`src/rtl/hnf_rxreq_ingress.sv`:
```
// hnf_rxreq_ingress: CHI RXREQ link-layer receiver for the HN-F.
// Grants L-credits, drops misdirected or uncredited flits and queues the rest in the POCQ.
module hnf_rxreq_ingress #(
    parameter int FLIT_W      = 64,
    parameter int DEPTH       = 8,
    parameter int MAX_CREDITS = 15,
    parameter int TGTID_LSB   = 4,
    parameter int TGTID_W     = 7,
    parameter int HN_ID       = 0
) (
    input  logic                       clock,
    input  logic                       rst_n,
    input  logic                       link_en,
    input  logic                       rxreqflitpend,
    input  logic                       rxreqflitv,
    input  logic [FLIT_W-1:0]          rxreqflit,
    output logic                       rxreqlcrdv,
    output logic [FLIT_W-1:0]          out_flit,
    output logic                       out_valid,
    input  logic                       out_ready,
    output logic [$clog2(DEPTH+1)-1:0] occupancy,
    output logic [3:0]                 credits_out,
    output logic                       link_idle,
    input  logic                       err_clr,
    output logic                       err_overflow,
    output logic                       err_pend,
    output logic                       err_tgtid,
    output logic [7:0]                 tgtid_err_cnt
);

    localparam int OCC_W = $clog2(DEPTH + 1);
    localparam int PTR_W = $clog2(DEPTH);
    localparam int SUM_W = ((OCC_W > 4) ? OCC_W : 4) + 1;

    localparam logic [SUM_W-1:0]   MAX_C    = SUM_W'(MAX_CREDITS);
    localparam logic [SUM_W-1:0]   DEPTH_C  = SUM_W'(DEPTH);
    localparam logic [PTR_W-1:0]   LAST_PTR = PTR_W'(DEPTH - 1);
    localparam logic [TGTID_W-1:0] MY_ID    = TGTID_W'(HN_ID);

    logic [FLIT_W-1:0] pocq [DEPTH];
    logic [PTR_W-1:0]  wr_ptr;
    logic [PTR_W-1:0]  rd_ptr;
    logic              pend_q;

    logic              consume;
    logic              overflow;
    logic              tgt_ok;
    logic              enq;
    logic              tgt_bad;
    logic              pop;
    logic              pend_miss;
    logic              grant;
    logic [SUM_W-1:0]  credits_after;
    logic [SUM_W-1:0]  occ_after;

    assign consume   = rxreqflitv && (credits_out != 4'd0);
    assign overflow  = rxreqflitv && (credits_out == 4'd0);
    assign tgt_ok    = (rxreqflit[TGTID_LSB +: TGTID_W] == MY_ID);
    assign enq       = consume && tgt_ok;
    assign tgt_bad   = consume && !tgt_ok;
    assign pop       = out_valid && out_ready;
    assign pend_miss = rxreqflitv && !pend_q;

    assign out_valid = (occupancy != '0);
    assign out_flit  = out_valid ? pocq[rd_ptr] : '0;
    assign link_idle = !link_en && (credits_out == 4'd0);

    // The grant sees this cycle's consume and pop, so freed budget is re-granted without a bubble.
    always_comb begin
        credits_after = SUM_W'(credits_out) - SUM_W'(consume);
        occ_after     = SUM_W'(occupancy) + SUM_W'(enq) - SUM_W'(pop);
        grant         = link_en && (credits_after < MAX_C) &&
                        ((credits_after + occ_after) < DEPTH_C);
    end

    always_ff @(posedge clock or negedge rst_n) begin
        if (!rst_n) begin
            credits_out <= 4'd0;
            rxreqlcrdv  <= 1'b0;
            pend_q      <= 1'b0;
        end else begin
            credits_out <= 4'(credits_after + SUM_W'(grant));
            rxreqlcrdv  <= grant;
            pend_q      <= rxreqflitpend;
        end
    end

    always_ff @(posedge clock or negedge rst_n) begin
        if (!rst_n) begin
            wr_ptr    <= '0;
            rd_ptr    <= '0;
            occupancy <= '0;
        end else begin
            if (enq) begin
                wr_ptr <= (wr_ptr == LAST_PTR) ? '0 : wr_ptr + PTR_W'(1);
            end
            if (pop) begin
                rd_ptr <= (rd_ptr == LAST_PTR) ? '0 : rd_ptr + PTR_W'(1);
            end
            occupancy <= OCC_W'(occ_after);
        end
    end

    // Storage needs no reset: out_flit is masked while the queue is empty.
    always_ff @(posedge clock) begin
        if (enq) begin
            pocq[wr_ptr] <= rxreqflit;
        end
    end

    always_ff @(posedge clock or negedge rst_n) begin
        if (!rst_n) begin
            err_overflow  <= 1'b0;
            err_pend      <= 1'b0;
            err_tgtid     <= 1'b0;
            tgtid_err_cnt <= 8'd0;
        end else if (err_clr) begin
            err_overflow  <= 1'b0;
            err_pend      <= 1'b0;
            err_tgtid     <= 1'b0;
            tgtid_err_cnt <= 8'd0;
        end else begin
            if (overflow) begin
                err_overflow <= 1'b1;
            end
            if (pend_miss) begin
                err_pend <= 1'b1;
            end
            if (tgt_bad) begin
                err_tgtid <= 1'b1;
                if (tgtid_err_cnt != 8'hFF) begin
                    tgtid_err_cnt <= tgtid_err_cnt + 8'd1;
                end
            end
        end
    end

endmodule

```
`config.mk`:
```
export PLATFORM = sky130hd
export DESIGN_NAME = hnf_rxreq_ingress
export DESIGN_NICKNAME = d
export VERILOG_FILES = /design/src/rtl/hnf_rxreq_ingress.sv
export SDC_FILE = /design/constraint.sdc
export NUM_CORES = 1
export LEC_CHECK = 0
export BUFFER_PORTS_ARGS = -buffer_cell sky130_fd_sc_hd__buf_2
export CORE_ASPECT_RATIO = 1.25
export CORE_MARGIN = 2
export CORE_UTILIZATION = 55
export CTS_CLUSTER_SIZE = 20
export DETAILED_ROUTE_END_ITERATION = 8
export PLACE_DENSITY = 0.74
export SETUP_SLACK_MARGIN = 0.1
export SKIP_CTS_REPAIR_TIMING = 1
export SYNTH_ARGS = -nofsm -noshare
export SYNTH_HDL_FRONTEND = slang
export SYNTH_SLANG_ARGS = --single-unit
```
`constraint.sdc`:
```
create_clock -name clock -period 10.2 [get_ports clock]
set_input_delay 0 -clock clock [delete_from_list [all_inputs] [get_ports clock]]
set_output_delay 0 -clock clock [all_outputs]
set_load 0.05 [all_outputs]
```
==> flow_summary.rst, run 1 <==
.. list-table::
   :header-rows: 1

   * - Metric
     - Value
   * - Final worst clock skew
     - 9.68 ps
   * - Switching share of power
     - 36.0%
   * - Cts bufs inserted
     - 51
   * - DRT Wirelength
     - 40.6 mm
   * - Global route overflow
     - 0
   * - Source of the critical timing path
     - occupancy[3]$_DFF_PN0_
   * - Area grow syn2layout
     - 17.7%
   * - Total nets after synthesis
     - 1062
   * - Root Buffer
     - sky130_fd_sc_hd__clkbuf_16
   * - Maximum clock frequency
     - 200 MHz
   * - Largest net degree at the start of global routing
     - 69
   * - Initial DRC count
     - 840
   * - Seq/Total Area, Yosys
     - 76.3%
   * - Xor/xnor cell area share of the yosys netlist
     - 0.250%
   * - Int Power
     - 4.38 mW
   * - Number of endpoints with negative hold slack in the final report
     - 2
   * - Overall Global Routing Usage
     - 20.7%
   * - Path category of the worst min-delay check
     - in2async
   * - Combinational group share of total power
     - 34.9%
   * - Clock-pin transition on the worst setup and hold timing paths
     - 60 ps
   * - Asr flop ratio synth
     - 5.01%
   * - Row count
     - 80
   * - WP data arrival
     - 5490 ps
   * - Most frequent cells in the layout
     - 512 x sky130_fd_sc_hd__edfxtp_1, 156 x sky130_fd_sc_hd__buf_2, 128 x sky130_fd_sc_hd__mux4_2, 71 x sky130_fd_sc_hd__nor2_1, 71 x sky130_fd_sc_hd__dlygate4sd3_1
   * - Count of pins on the block boundary
     - 157
   * - CTS tree
     - yes
   * - Post-Synthesis Cells
     - 972
   * - Endpoint of the worst register-to-register path
     - credits_out[2]$_DFF_PN0_
   * - Number of pins with negative max-slew slack in the final report
     - 0
   * - Leakage
     - 8.51 nW
   * - Die outline area
     - 0.0398 mm²
   * - NetSw
     - 2.46 mW
   * - Port Buffers
     - 156
   * - Count of nets left with antenna violations after detail routing
     - 0
   * - Number of global-route vias before repair
     - 10500
   * - Peak ir drop on the vdd network
     - 0.307 mV
   * - Height of the chip
     - 223 µm
   * - Setup TNS Final
     - 0 ps
   * - Power per cell area
     - 276 mW/mm²
   * - Commonest non-fill, non-tap cell in the layout
     - sky130_fd_sc_hd__edfxtp_1
   * - Via count
     - 10200
   * - Cell Count, Final, Fillers Out
     - 1757
   * - Synth Area in Adders
     - 1.17%
   * - Register-to-Register Path Depth
     - 19
   * - Primary flip-flop cell chosen by synthesis mapping
     - sky130_fd_sc_hd__edfxtp_1
   * - Library cells used by synthesis
     - 50
   * - Violations in the final reports
     - negative hold slack
   * - Clk_lat worst skew
     - 560 ps
   * - Worst hold slack after final layout
     - -1.16 ps
   * - Setup slack of the worst register-to-register path
     - 5190 ps
   * - Worst setup EP type
     - flip-flop
   * - Basic-gate share of the synthesized area counting and, or, nand and nor cells
     - 2.87%
   * - CP max FO
     - 66
   * - Netlist area before placement
     - 0.0210 mm²
   * - Share of cells above drive strength 1
     - 31.3%
   * - Average via count per standard cell
     - 5.81
   * - Core region area
     - 0.0379 mm²
   * - Setup repair after global routing missed its margin
     - no
   * - Relative max-transition margin
     - 31.0%
   * - Setup crit end
     - credits_out[2]$_DFF_PN0_
   * - Startpoint type of the worst setup path
     - flip-flop
   * - Horiz. Die Dim
     - 179 µm
   * - Post-synth EDFFs
     - 512
   * - Diode count
     - 0
   * - Sequential Power Share
     - 38.3%
   * - Final core utilization
     - 65.3%
   * - Number of antenna violations at the first check in global routing
     - 1
   * - Largest family of logic cells by synthesized area
     - multiplexers
   * - Wire per inst
     - 23.1 µm
   * - DRC violations left
     - 0
   * - Global-route wire length before repair
     - 60.9 mm
   * - Final setup violation count
     - 0
   * - Placed Instances
     - 1593
   * - Fraction of synthesized area in multiplexers
     - 17.0%
   * - Beginning of the worst register-to-register path
     - occupancy[3]$_DFF_PN0_
   * - Effective utilization at floorplan
     - 55.5%
   * - Flops & latches, synth
     - 539
   * - Syn. warnings
     - 0
   * - Clock Path Buffers
     - 3
   * - Crit path time final
     - 5010 ps
   * - Mean cell area of the mapped netlist
     - 21.6 µm²
   * - Total power
     - 6.84 mW
   * - Data required time at the worst endpoint
     - 10680 ps
   * - Result of the run
     - finished, violations left
   * - Net count of the finished layout
     - 1315
   * - Final period utilization
     - 49.1%
   * - CTS H-tree lvls
     - 2
   * - Detailed placement HPWL
     - 21.4 mm
   * - Share of power burned in the clock network
     - 26.9%
   * - Number of violations of the max-capacitance limit
     - 0
   * - Placer's final routability congestion estimate
     - 0.779
   * - Slew @ Worst Pin
     - 1030 ps
   * - Area fraction in compound gates after synthesis
     - 1.05%
   * - Clock Sink Count
     - 539
   * - First-pass detailed-route iteration total
     - 6
   * - WS Path Type
     - reg2reg
## cell usage after synthesis (2+ instances only)
master	instances	area, µm²
sky130_fd_sc_hd__or4_1	4	30.0
sky130_fd_sc_hd__ha_1	18	225
sky130_fd_sc_hd__dfrtp_1	27	676
sky130_fd_sc_hd__xnor2_1	4	35.0
sky130_fd_sc_hd__o21ai_0	3	15.0
sky130_fd_sc_hd__or3_1	2	12.5
sky130_fd_sc_hd__nand3_1	7	35.0
sky130_fd_sc_hd__a21oi_1	9	45.0
sky130_fd_sc_hd__nor2b_1	2	12.5
sky130_fd_sc_hd__nor3_1	7	35.0
sky130_fd_sc_hd__o31ai_1	4	30.0
sky130_fd_sc_hd__nor3b_1	2	15.0
sky130_fd_sc_hd__clkbuf_1	12	45.0
sky130_fd_sc_hd__edfxtp_1	512	15400
sky130_fd_sc_hd__mux4_2	128	2880
sky130_fd_sc_hd__o41ai_1	2	17.5
sky130_fd_sc_hd__nand4_1	3	18.8
sky130_fd_sc_hd__mux2i_1	64	641
sky130_fd_sc_hd__nand2b_1	4	25.0
sky130_fd_sc_hd__nor4_1	2	12.5
sky130_fd_sc_hd__xor2_1	2	17.5
sky130_fd_sc_hd__nor2_1	74	278
sky130_fd_sc_hd__buf_1	11	41.3
sky130_fd_sc_hd__a41oi_1	2	17.5
sky130_fd_sc_hd__buf_2	11	55.1
sky130_fd_sc_hd__a21boi_0	2	15.0
sky130_fd_sc_hd__buf_4	10	75.1
sky130_fd_sc_hd__mux2_1	2	22.5
sky130_fd_sc_hd__inv_1	17	63.8
sky130_fd_sc_hd__nand2_1	2	7.51
sky130_fd_sc_hd__a21o_1	4	30.0
## per-layer routing
layer | vias to the layer above | track usage, % | wire (µm)
met5 | - | 0 | 11
met4 | 2 | 5.74 | 811
met3 | 66 | 4.09 | 2490
met2 | 325 | 34.4 | 21000
met1 | 5305 | 28.1 | 16300
li1 | 4509 | - | -
## kinds of logic (layout without fill, tap and decap cells)
group	after synthesis	count (layout)
AND/OR/NAND/NOR	120	120
multiplexers	196	196
XOR/XNOR	6	6
adder cells (fa/ha/maj)	19	19
buffers and inverters	62	355
AO/OA/AOI/OAI	30	30
flip-flops	539	539
## final cells by class
class | instances | area (µm²)
sequential | 539 | 16100
fill | 2443 | 13200
multi-input combinational | 371 | 4750
timing repair buffer | 245 | 1630
clock buffer | 68 | 1400
tap | 492 | 616
clock inverter | 25 | 236
inverter | 17 | 63.8
## power by group through the flow
stage | Clock (mW) | Sequential (mW) | Combinational [mW]
6_report | 1.84 | 2.62 | 2.38
5_1_grt | 1.95 | 2.64 | 2.54
4_1_cts | 1.87 | 2.63 | 2.39
3_5_place_dp | 0 | 2.67 | 2.38
3_3_place_gp | 0 | 2.67 | 2.36
2_1_floorplan | 0 | 2.59 | 1.93
## how the worst min path moves through the flow
stage               start                  endpoint  slack (ps)
global route        rst_n    occupancy[3]$_DFF_PN0_          40
CTS                 rst_n  credits_out[0]$_DFF_PN0_        -550
finish              rst_n    occupancy[3]$_DFF_PN0_          -1
detailed placement  rst_n    occupancy[1]$_DFF_PN0_          50
floorplan           rst_n  credits_out[0]$_DFF_PN0_        -300
global placement    rst_n    occupancy[3]$_DFF_PN0_          50
## critical path: stages (launching register included)
cell	delay [ps]
sky130_fd_sc_hd__dfrtp_1	400
sky130_fd_sc_hd__inv_1	90
sky130_fd_sc_hd__ha_1	130
sky130_fd_sc_hd__nor3b_2	140
sky130_fd_sc_hd__buf_4	700
sky130_fd_sc_hd__nand2b_1	320
sky130_fd_sc_hd__inv_1	70
sky130_fd_sc_hd__ha_1	270
sky130_fd_sc_hd__inv_1	40
sky130_fd_sc_hd__ha_1	200
sky130_fd_sc_hd__fa_1	430
sky130_fd_sc_hd__xor2_1	240
sky130_fd_sc_hd__ha_1	280
sky130_fd_sc_hd__and4b_1	210
sky130_fd_sc_hd__or4b_1	500
sky130_fd_sc_hd__a22o_1	190
sky130_fd_sc_hd__a21oi_1	220
sky130_fd_sc_hd__ha_1	210
sky130_fd_sc_hd__ha_1	160
sky130_fd_sc_hd__xnor2_1	120
## flip-flops by register name, summed over array words and instances, names as in the netlist
| register | count |
|---|---|
| rxreqlcrdv | 1 |
| tgtid_err_cnt | 8 |
| err_pend | 1 |
| occupancy | 4 |
| pend_q | 1 |
| rd_ptr | 3 |
| pocq | 512 |
| err_overflow | 1 |
| credits_out | 4 |
| wr_ptr | 3 |
| err_tgtid | 1 |
## metrics by stage
stage               area, µm²  setup slack, ps
finish                  24800             5190
global placement        22400             5250
detailed placement      22400             5160
CTS                     24000             5130
global route            24800             4860
floorplan               21000             2350
Note: power is estimated with default switching activity, not from simulation.
==> run 2, diff against run 1 <==
--- a/config.mk
+++ b/config.mk
@@ -8,10 +8,10 @@
 export BUFFER_PORTS_ARGS = -buffer_cell sky130_fd_sc_hd__buf_2
 export CORE_ASPECT_RATIO = 1.25
 export CORE_MARGIN = 2
-export CORE_UTILIZATION = 55
+export CORE_UTILIZATION = 54
 export CTS_CLUSTER_SIZE = 20
 export DETAILED_ROUTE_END_ITERATION = 8
-export PLACE_DENSITY = 0.74
+export PLACE_DENSITY = 0.76
 export SETUP_SLACK_MARGIN = 0.1
 export SKIP_CTS_REPAIR_TIMING = 1
 export SYNTH_ARGS = -nofsm -noshare
==> constraint.sdc (replaced) <==
create_clock -name clock -period 4.4 [get_ports clock]
set_input_delay 0 -clock clock [delete_from_list [all_inputs] [get_ports clock]]
set_output_delay 0 -clock clock [all_outputs]
set_load 0.05 [all_outputs]
==> run 2 against run 1 <==
  * The flow now finishes without violations
  * Die area rose by 1.8%
  * Via count is 0.42% higher
  * Combinational power up 140%
  * Clock power is 130% higher
  * Critical path depth decreased by 1
  * Sequential power rose by 130%
  * Critical endpoint unchanged
==> flow_summary.rst, run 2 (synthesized netlist as in run 1, its figures left out) <==
.. list-table::
   :header-rows: 1

   * - Metric
     - Value
   * - Clock Sink Count
     - 539
   * - Root Buffer
     - sky130_fd_sc_hd__clkbuf_16
   * - Relative max-transition margin
     - 38.0%
   * - CTS tree
     - yes
   * - Register-to-Register Path Depth
     - 18
   * - Count of pins on the block boundary
     - 157
   * - Clock Path Buffers
     - 3
   * - CTS H-tree lvls
     - 2
   * - Path category of the worst min-delay check
     - in2async
   * - Clk_lat worst skew
     - 570 ps
   * - WP data arrival
     - 4550 ps
   * - Setup slack of the worst register-to-register path
     - 330 ps
   * - Count of buffer and inverter cells on the critical path
     - 3
   * - Result of the run
     - complete, no violations
   * - Core region area
     - 0.0383 mm²
   * - Global route overflow
     - 0
   * - Number of pins with negative max-slew slack in the final report
     - 0
   * - Number of endpoints with negative hold slack in the final report
     - 0
   * - Port Buffers
     - 156
   * - Count of nets left with antenna violations after detail routing
     - 0
   * - Footprint of the multi-input gates
     - 0.00478 mm²
   * - Standard cell with the maximum stage delay on the critical path
     - sky130_fd_sc_hd__or4b_1
   * - Commonest non-fill, non-tap cell in the layout
     - sky130_fd_sc_hd__edfxtp_1
   * - Most congested layer reported by global routing
     - met2
   * - Average via count per standard cell
     - 5.82
   * - Maximum clock frequency
     - 246 MHz
   * - Most common cell type on the critical path
     - sky130_fd_sc_hd__ha_1
   * - DRT Wirelength
     - 40.9 mm
   * - Met1 Use GR
     - 27.7%
   * - Share of cells above drive strength 1
     - 31.8%
   * - Power per cell area
     - 639 mW/mm²
   * - Detailed placement HPWL
     - 22.4 mm
   * - Max reg flops
     - 512
   * - Endpoint of the worst register-to-register path
     - credits_out[2]$_DFF_PN0_
   * - Wire per inst
     - 23.2 µm
   * - Final period utilization
     - 92.5%
   * - Final setup violation count
     - 0
   * - Peak ir drop on the vdd network
     - 0.714 mV
   * - Final core utilization
     - 64.9%
   * - Slew @ Worst Pin
     - 929 ps
   * - Number of fill cells in the layout
     - 2530
   * - Most frequent cells in the layout
     - 512 x sky130_fd_sc_hd__edfxtp_1, 156 x sky130_fd_sc_hd__buf_2, 128 x sky130_fd_sc_hd__mux4_2, 71 x sky130_fd_sc_hd__nor2_1, 71 x sky130_fd_sc_hd__dlygate4sd3_1
   * - Grt met2 use
     - 34.1%
   * - Area used by sequential logic in the layout
     - 0.0161 mm²
   * - First-pass detailed-route iteration total
     - 4
   * - Startpoint type of the worst setup path
     - flip-flop
   * - Top flop regs
     - pocq (512), tgtid_err_cnt (8)
   * - CP max FO
     - 3
   * - Worst setup EP type
     - flip-flop
   * - Diode count
     - 0
   * - Height of the chip
     - 225 µm
   * - Initial DRC count
     - 922
   * - Number of violations of the max-capacitance limit
     - 0
   * - Beginning of the worst register-to-register path
     - occupancy[2]$_DFF_PN0_
   * - Global-route wire length before repair
     - 61.9 mm
   * - Row count
     - 80
   * - Largest stage delay on the critical path
     - 490 ps
   * - Setup repair after global routing missed its margin
     - no
   * - WS Path Type
     - reg2reg
   * - DRC violations left
     - 0
   * - Most flops, register
     - pocq
   * - Effective utilization at floorplan
     - 54.9%
   * - Clock-pin transition on the worst setup and hold timing paths
     - 60 ps
   * - Via count
     - 10300
   * - Area grow syn2layout
     - 18.3%
   * - Number of antenna violations at the first check in global routing
     - 0
   * - Die outline area
     - 0.0406 mm²
   * - Met3 Track Usage GR
     - 3.95%
   * - Largest net degree at the start of global routing
     - 66
   * - Final worst clock skew
     - 9.78 ps
   * - Cts bufs inserted
     - 49
   * - Data required time at the worst endpoint
     - 4880 ps
   * - Setup TNS Final
     - 0 ps
   * - Net count of the finished layout
     - 1321
   * - Number of global-route vias before repair
     - 10400
   * - Critical path, cell by cell
     - inv_1, ha_1, nor3b_2, nand2b_1, inv_1, ha_1, inv_1, ha_1, fa_2, xor2_2, ha_1, and4b_1, or4b_1, a22o_1, a21oi_2, ha_2, ha_1, xnor2_1
   * - Leakage
     - 8.56 nW
   * - Worst path top cell family by delay
     - adder cells
   * - Overall Global Routing Usage
     - 20.2%
   * - Placer's final routability congestion estimate
     - 0.761
   * - Horiz. Die Dim
     - 181 µm
   * - Crit path time final
     - 4070 ps
run 2: through the flow:
stage               std cells  total power, mW  cell area [µm²]  worst slack (ps)  hold slack, ps
CTS                      1688             16.0            24200               252            -539
global route             1760             16.6            24900              59.9            67.5
floorplan                 972             10.5            21100             -1730            -296
detailed placement       1600             11.8            22500               265            65.6
finish                   1760             15.9            24900               329            22.7
global placement         1600             11.7            22500               365            54.9
run 2: worst reg2reg max path: cells and delay by family (launching register included):
family                     cells  cell delay [ps]
and+or+nand+nor                4             1010
xor gates and xnor gates       2              330
buffers and inverters          3              170
adders and majority gates      7             1700
AOI/OAI and AO/OA              2              370
DFF                            1              400
run 2: how the worst max path moves through the flow:
stage	from	to	slack [ps]	cells past startpoint
after global routing	occupancy[2]$_DFF_PN0_	credits_out[2]$_DFF_PN0_	60	18
final	occupancy[2]$_DFF_PN0_	credits_out[2]$_DFF_PN0_	330	18
after floorplan	credits_out[2]$_DFF_PN0_	pocq[2][0]$_DFFE_PP_	-1730	3
after detailed placement	occupancy[2]$_DFF_PN0_	credits_out[2]$_DFF_PN0_	270	18
after global placement	occupancy[3]$_DFF_PN0_	credits_out[1]$_DFF_PN0_	370	17
after CTS	occupancy[2]$_DFF_PN0_	credits_out[2]$_DFF_PN0_	250	18
run 2: area by class of cell:
| class | count | area share, % |
|---|---|---|
| clock inverters | 26 | 1.00 |
| multi-input cells | 371 | 19.2 |
| inverters | 17 | 0.256 |
| well taps | 492 | 2.47 |
| flip-flops and latches | 539 | 64.5 |
| clock buffers | 62 | 5.45 |
| repair buffers | 253 | 7.08 |
run 2: per-layer routing:
layer,vias to the layer above,part of all wire (%)
li1,4520,-
met1,5382,42
met2,306,51
met3,42,5.4
met4,0,1.4
met5,-,0
run 2: where the power goes:
group	internal (mW)	leakage [nW]	switching, mW
combinational	2.05	2.83	3.59
clock	2.47	0.785	1.75
sequential	5.69	4.94	0.362
==> run 3, diff against run 2 <==
--- a/config.mk
+++ b/config.mk
@@ -6,12 +6,14 @@
 export NUM_CORES = 1
 export LEC_CHECK = 0
 export BUFFER_PORTS_ARGS = -buffer_cell sky130_fd_sc_hd__buf_2
+export CELL_PAD_IN_SITES_DETAIL_PLACEMENT = 1
+export CELL_PAD_IN_SITES_GLOBAL_PLACEMENT = 2
 export CORE_ASPECT_RATIO = 1.25
 export CORE_MARGIN = 2
-export CORE_UTILIZATION = 54
+export CORE_UTILIZATION = 42
 export CTS_CLUSTER_SIZE = 20
 export DETAILED_ROUTE_END_ITERATION = 8
-export PLACE_DENSITY = 0.76
+export PLACE_DENSITY = 0.75
 export SETUP_SLACK_MARGIN = 0.1
 export SKIP_CTS_REPAIR_TIMING = 1
 export SYNTH_ARGS = -nofsm -noshare
==> run 3 against run 2 <==
  * Routed wire length grew 13%
  * First-iteration DRC count down 37%
  * Sequential cell count is the same
  * Non-clock buffer count is 2 higher
  * Critical endpoint unchanged
==> flow_summary.rst, run 3 (synthesized netlist as in run 1, its figures left out) <==
.. list-table::
   :header-rows: 1

   * - Metric
     - Value
   * - Die outline area
     - 0.0519 mm²
   * - CP max FO
     - 3
   * - Core region area
     - 0.0494 mm²
   * - Final worst clock skew
     - 16.8 ps
   * - Detailed placement HPWL
     - 25.6 mm
   * - Clk_lat worst skew
     - 590 ps
   * - Via count
     - 10300
   * - Clock Sink Count
     - 539
   * - Cts bufs inserted
     - 53
   * - Port Buffers
     - 156
   * - Max reg flops
     - 512
   * - Initial DRC count
     - 579
   * - Placed Instances
     - 1760
   * - CTS tree
     - yes
   * - Count of pins on the block boundary
     - 157
   * - Path category of the worst min-delay check
     - in2async
   * - Count of nets left with antenna violations after detail routing
     - 0
   * - WP data arrival
     - 4560 ps
   * - DRC violations left
     - 0
   * - Placer's final routability congestion estimate
     - 0.697
   * - Setup repair after global routing missed its margin
     - no
   * - Global-route wire length before repair
     - 68.7 mm
   * - Height of the chip
     - 254 µm
   * - Number of violations of the max-capacitance limit
     - 0
   * - Peak ir drop on the vdd network
     - 0.561 mV
   * - Number of global-route vias before repair
     - 11200
   * - Largest stage delay on the critical path
     - 500 ps
   * - Overall Global Routing Usage
     - 17.9%
   * - Worst hold slack after final layout
     - 8.69 ps
   * - Share of cells above drive strength 1
     - 32.4%
   * - Number of pins with negative max-slew slack in the final report
     - 0
   * - Startpoint type of the worst setup path
     - flip-flop
   * - Largest net degree at the start of global routing
     - 66
   * - Count of buffer and inverter cells on the critical path
     - 3
   * - Horiz. Die Dim
     - 204 µm
   * - Standard cell with the maximum stage delay on the critical path
     - sky130_fd_sc_hd__or4b_1
   * - Wire per inst
     - 23.9 µm
   * - Top flop regs
     - pocq (512), tgtid_err_cnt (8)
   * - CTS H-tree lvls
     - 2
   * - Net count of the finished layout
     - 1327
   * - Clock-pin transition on the worst setup and hold timing paths
     - 60 ps
   * - Data required time at the worst endpoint
     - 4850 ps
   * - Area grow syn2layout
     - 19.6%
   * - Number of antenna violations at the first check in global routing
     - 2
   * - Final period utilization
     - 93.3%
   * - Root Buffer
     - sky130_fd_sc_hd__clkbuf_16
   * - WS Path Type
     - reg2reg
   * - Worst setup EP type
     - flip-flop
   * - Cell Count, Final, Fillers Out
     - 1929
   * - Crit path time final
     - 4110 ps
   * - Most frequent cells in the layout
     - 512 x sky130_fd_sc_hd__edfxtp_1, 156 x sky130_fd_sc_hd__buf_2, 128 x sky130_fd_sc_hd__mux4_2, 71 x sky130_fd_sc_hd__nor2_1, 71 x sky130_fd_sc_hd__dlygate4sd3_1
   * - Most common cell type on the critical path
     - sky130_fd_sc_hd__ha_1
   * - Clock Path Buffers
     - 3
   * - Slew @ Worst Pin
     - 1030 ps
   * - Setup slack of the worst register-to-register path
     - 290 ps
   * - Leakage
     - 8.60 nW
   * - Relative max-transition margin
     - 31.4%
   * - Result of the run
     - complete, no violations
   * - Commonest non-fill, non-tap cell in the layout
     - sky130_fd_sc_hd__edfxtp_1
   * - Effective utilization at floorplan
     - 42.6%
   * - First-pass detailed-route iteration total
     - 4
   * - DRT Wirelength
     - 46.0 mm
   * - Average via count per standard cell
     - 5.32
   * - Critical path, cell by cell
     - inv_1, ha_1, nor3b_4, nand2b_1, inv_1, ha_1, inv_1, ha_1, fa_2, xor2_2, ha_1, and4b_1, or4b_1, a22o_1, a21oi_2, ha_2, ha_1, xnor2_1
   * - Worst path top cell family by delay
     - adder cells
   * - Number of endpoints with negative hold slack in the final report
     - 0
   * - Final setup violation count
     - 0
   * - Power per cell area
     - 640 mW/mm²
   * - Maximum clock frequency
     - 244 MHz
   * - Row count
     - 91
   * - Global route overflow
     - 0
   * - Most flops, register
     - pocq
run 3: layout make-up:
class | instances | area (µm²)
multi-input combinational | 371 | 4790
timing repair buffer | 255 | 1790
fill | 4475 | 24300
clock inverter | 34 | 245
sequential | 539 | 16100
antenna | 1 | 2.50
clock buffer | 61 | 1400
tap | 651 | 815
inverter | 17 | 63.8
run 3: metrics by stage:
step	TNS, ps	instance area [µm²]	util (%)	power [mW]	setup WS [ps]
final	0	25200	50.9	16.1	295
after global routing	0	25200	50.9	16.8	84.8
after CTS	0	24400	49.4	16.2	156
after detailed placement	0	22800	46.1	11.9	191
after global placement	0	22800	46.1	11.9	291
after floorplan	-379520	21100	-	10.5	-1730
run 3: final timing paths:
check | start | to | depth (start not counted)
min in group clock | rxreqflitpend | pend_q$_DFF_PN0_ | 2
hold reg to reg | err_tgtid$_DFFE_PN0P_ | err_tgtid$_DFFE_PN0P_ | 2
max in group asynchronous | rst_n | rd_ptr[0]$_DFFE_PN0P_ | 2
setup / recovery | occupancy[3]$_DFF_PN0_ | credits_out[2]$_DFF_PN0_ | 18
setup reg to reg | occupancy[3]$_DFF_PN0_ | credits_out[2]$_DFF_PN0_ | 18
hold / removal | rst_n | tgtid_err_cnt[2]$_DFFE_PN0P_ | 2
run 3: layer usage:
layer  routed length (µm)  track usage, %  up-vias
met2                23800            31.4      204
met3                 1970            3.30       63
li1                     -               -     4542
met5                   13               0        -
met1                19400            23.0     5451
met4                  814            4.47        2
run 3: report_power, final:
part           total (mW)  switching [mW]  internal, mW
logic                5.81            3.74          2.07
registers            6.02           0.327          5.69
clock network        4.27            1.88          2.39
total                16.1            5.95          10.2
run 3: worst register-to-register path, cell delays in order, from the launching register on:
cell                       delay [ps]
sky130_fd_sc_hd__dfrtp_1          400
sky130_fd_sc_hd__inv_1             90
sky130_fd_sc_hd__ha_1             170
sky130_fd_sc_hd__nor3b_4          190
sky130_fd_sc_hd__nand2b_1         140
sky130_fd_sc_hd__inv_1             50
sky130_fd_sc_hd__ha_1             270
sky130_fd_sc_hd__inv_1             40
sky130_fd_sc_hd__ha_1             210
sky130_fd_sc_hd__fa_2             400
sky130_fd_sc_hd__xor2_2           200
sky130_fd_sc_hd__ha_1             320
sky130_fd_sc_hd__and4b_1          210
sky130_fd_sc_hd__or4b_1           500
sky130_fd_sc_hd__a22o_1           200
sky130_fd_sc_hd__a21oi_2          170
sky130_fd_sc_hd__ha_2             210
sky130_fd_sc_hd__ha_1             160
sky130_fd_sc_hd__xnor2_1           70
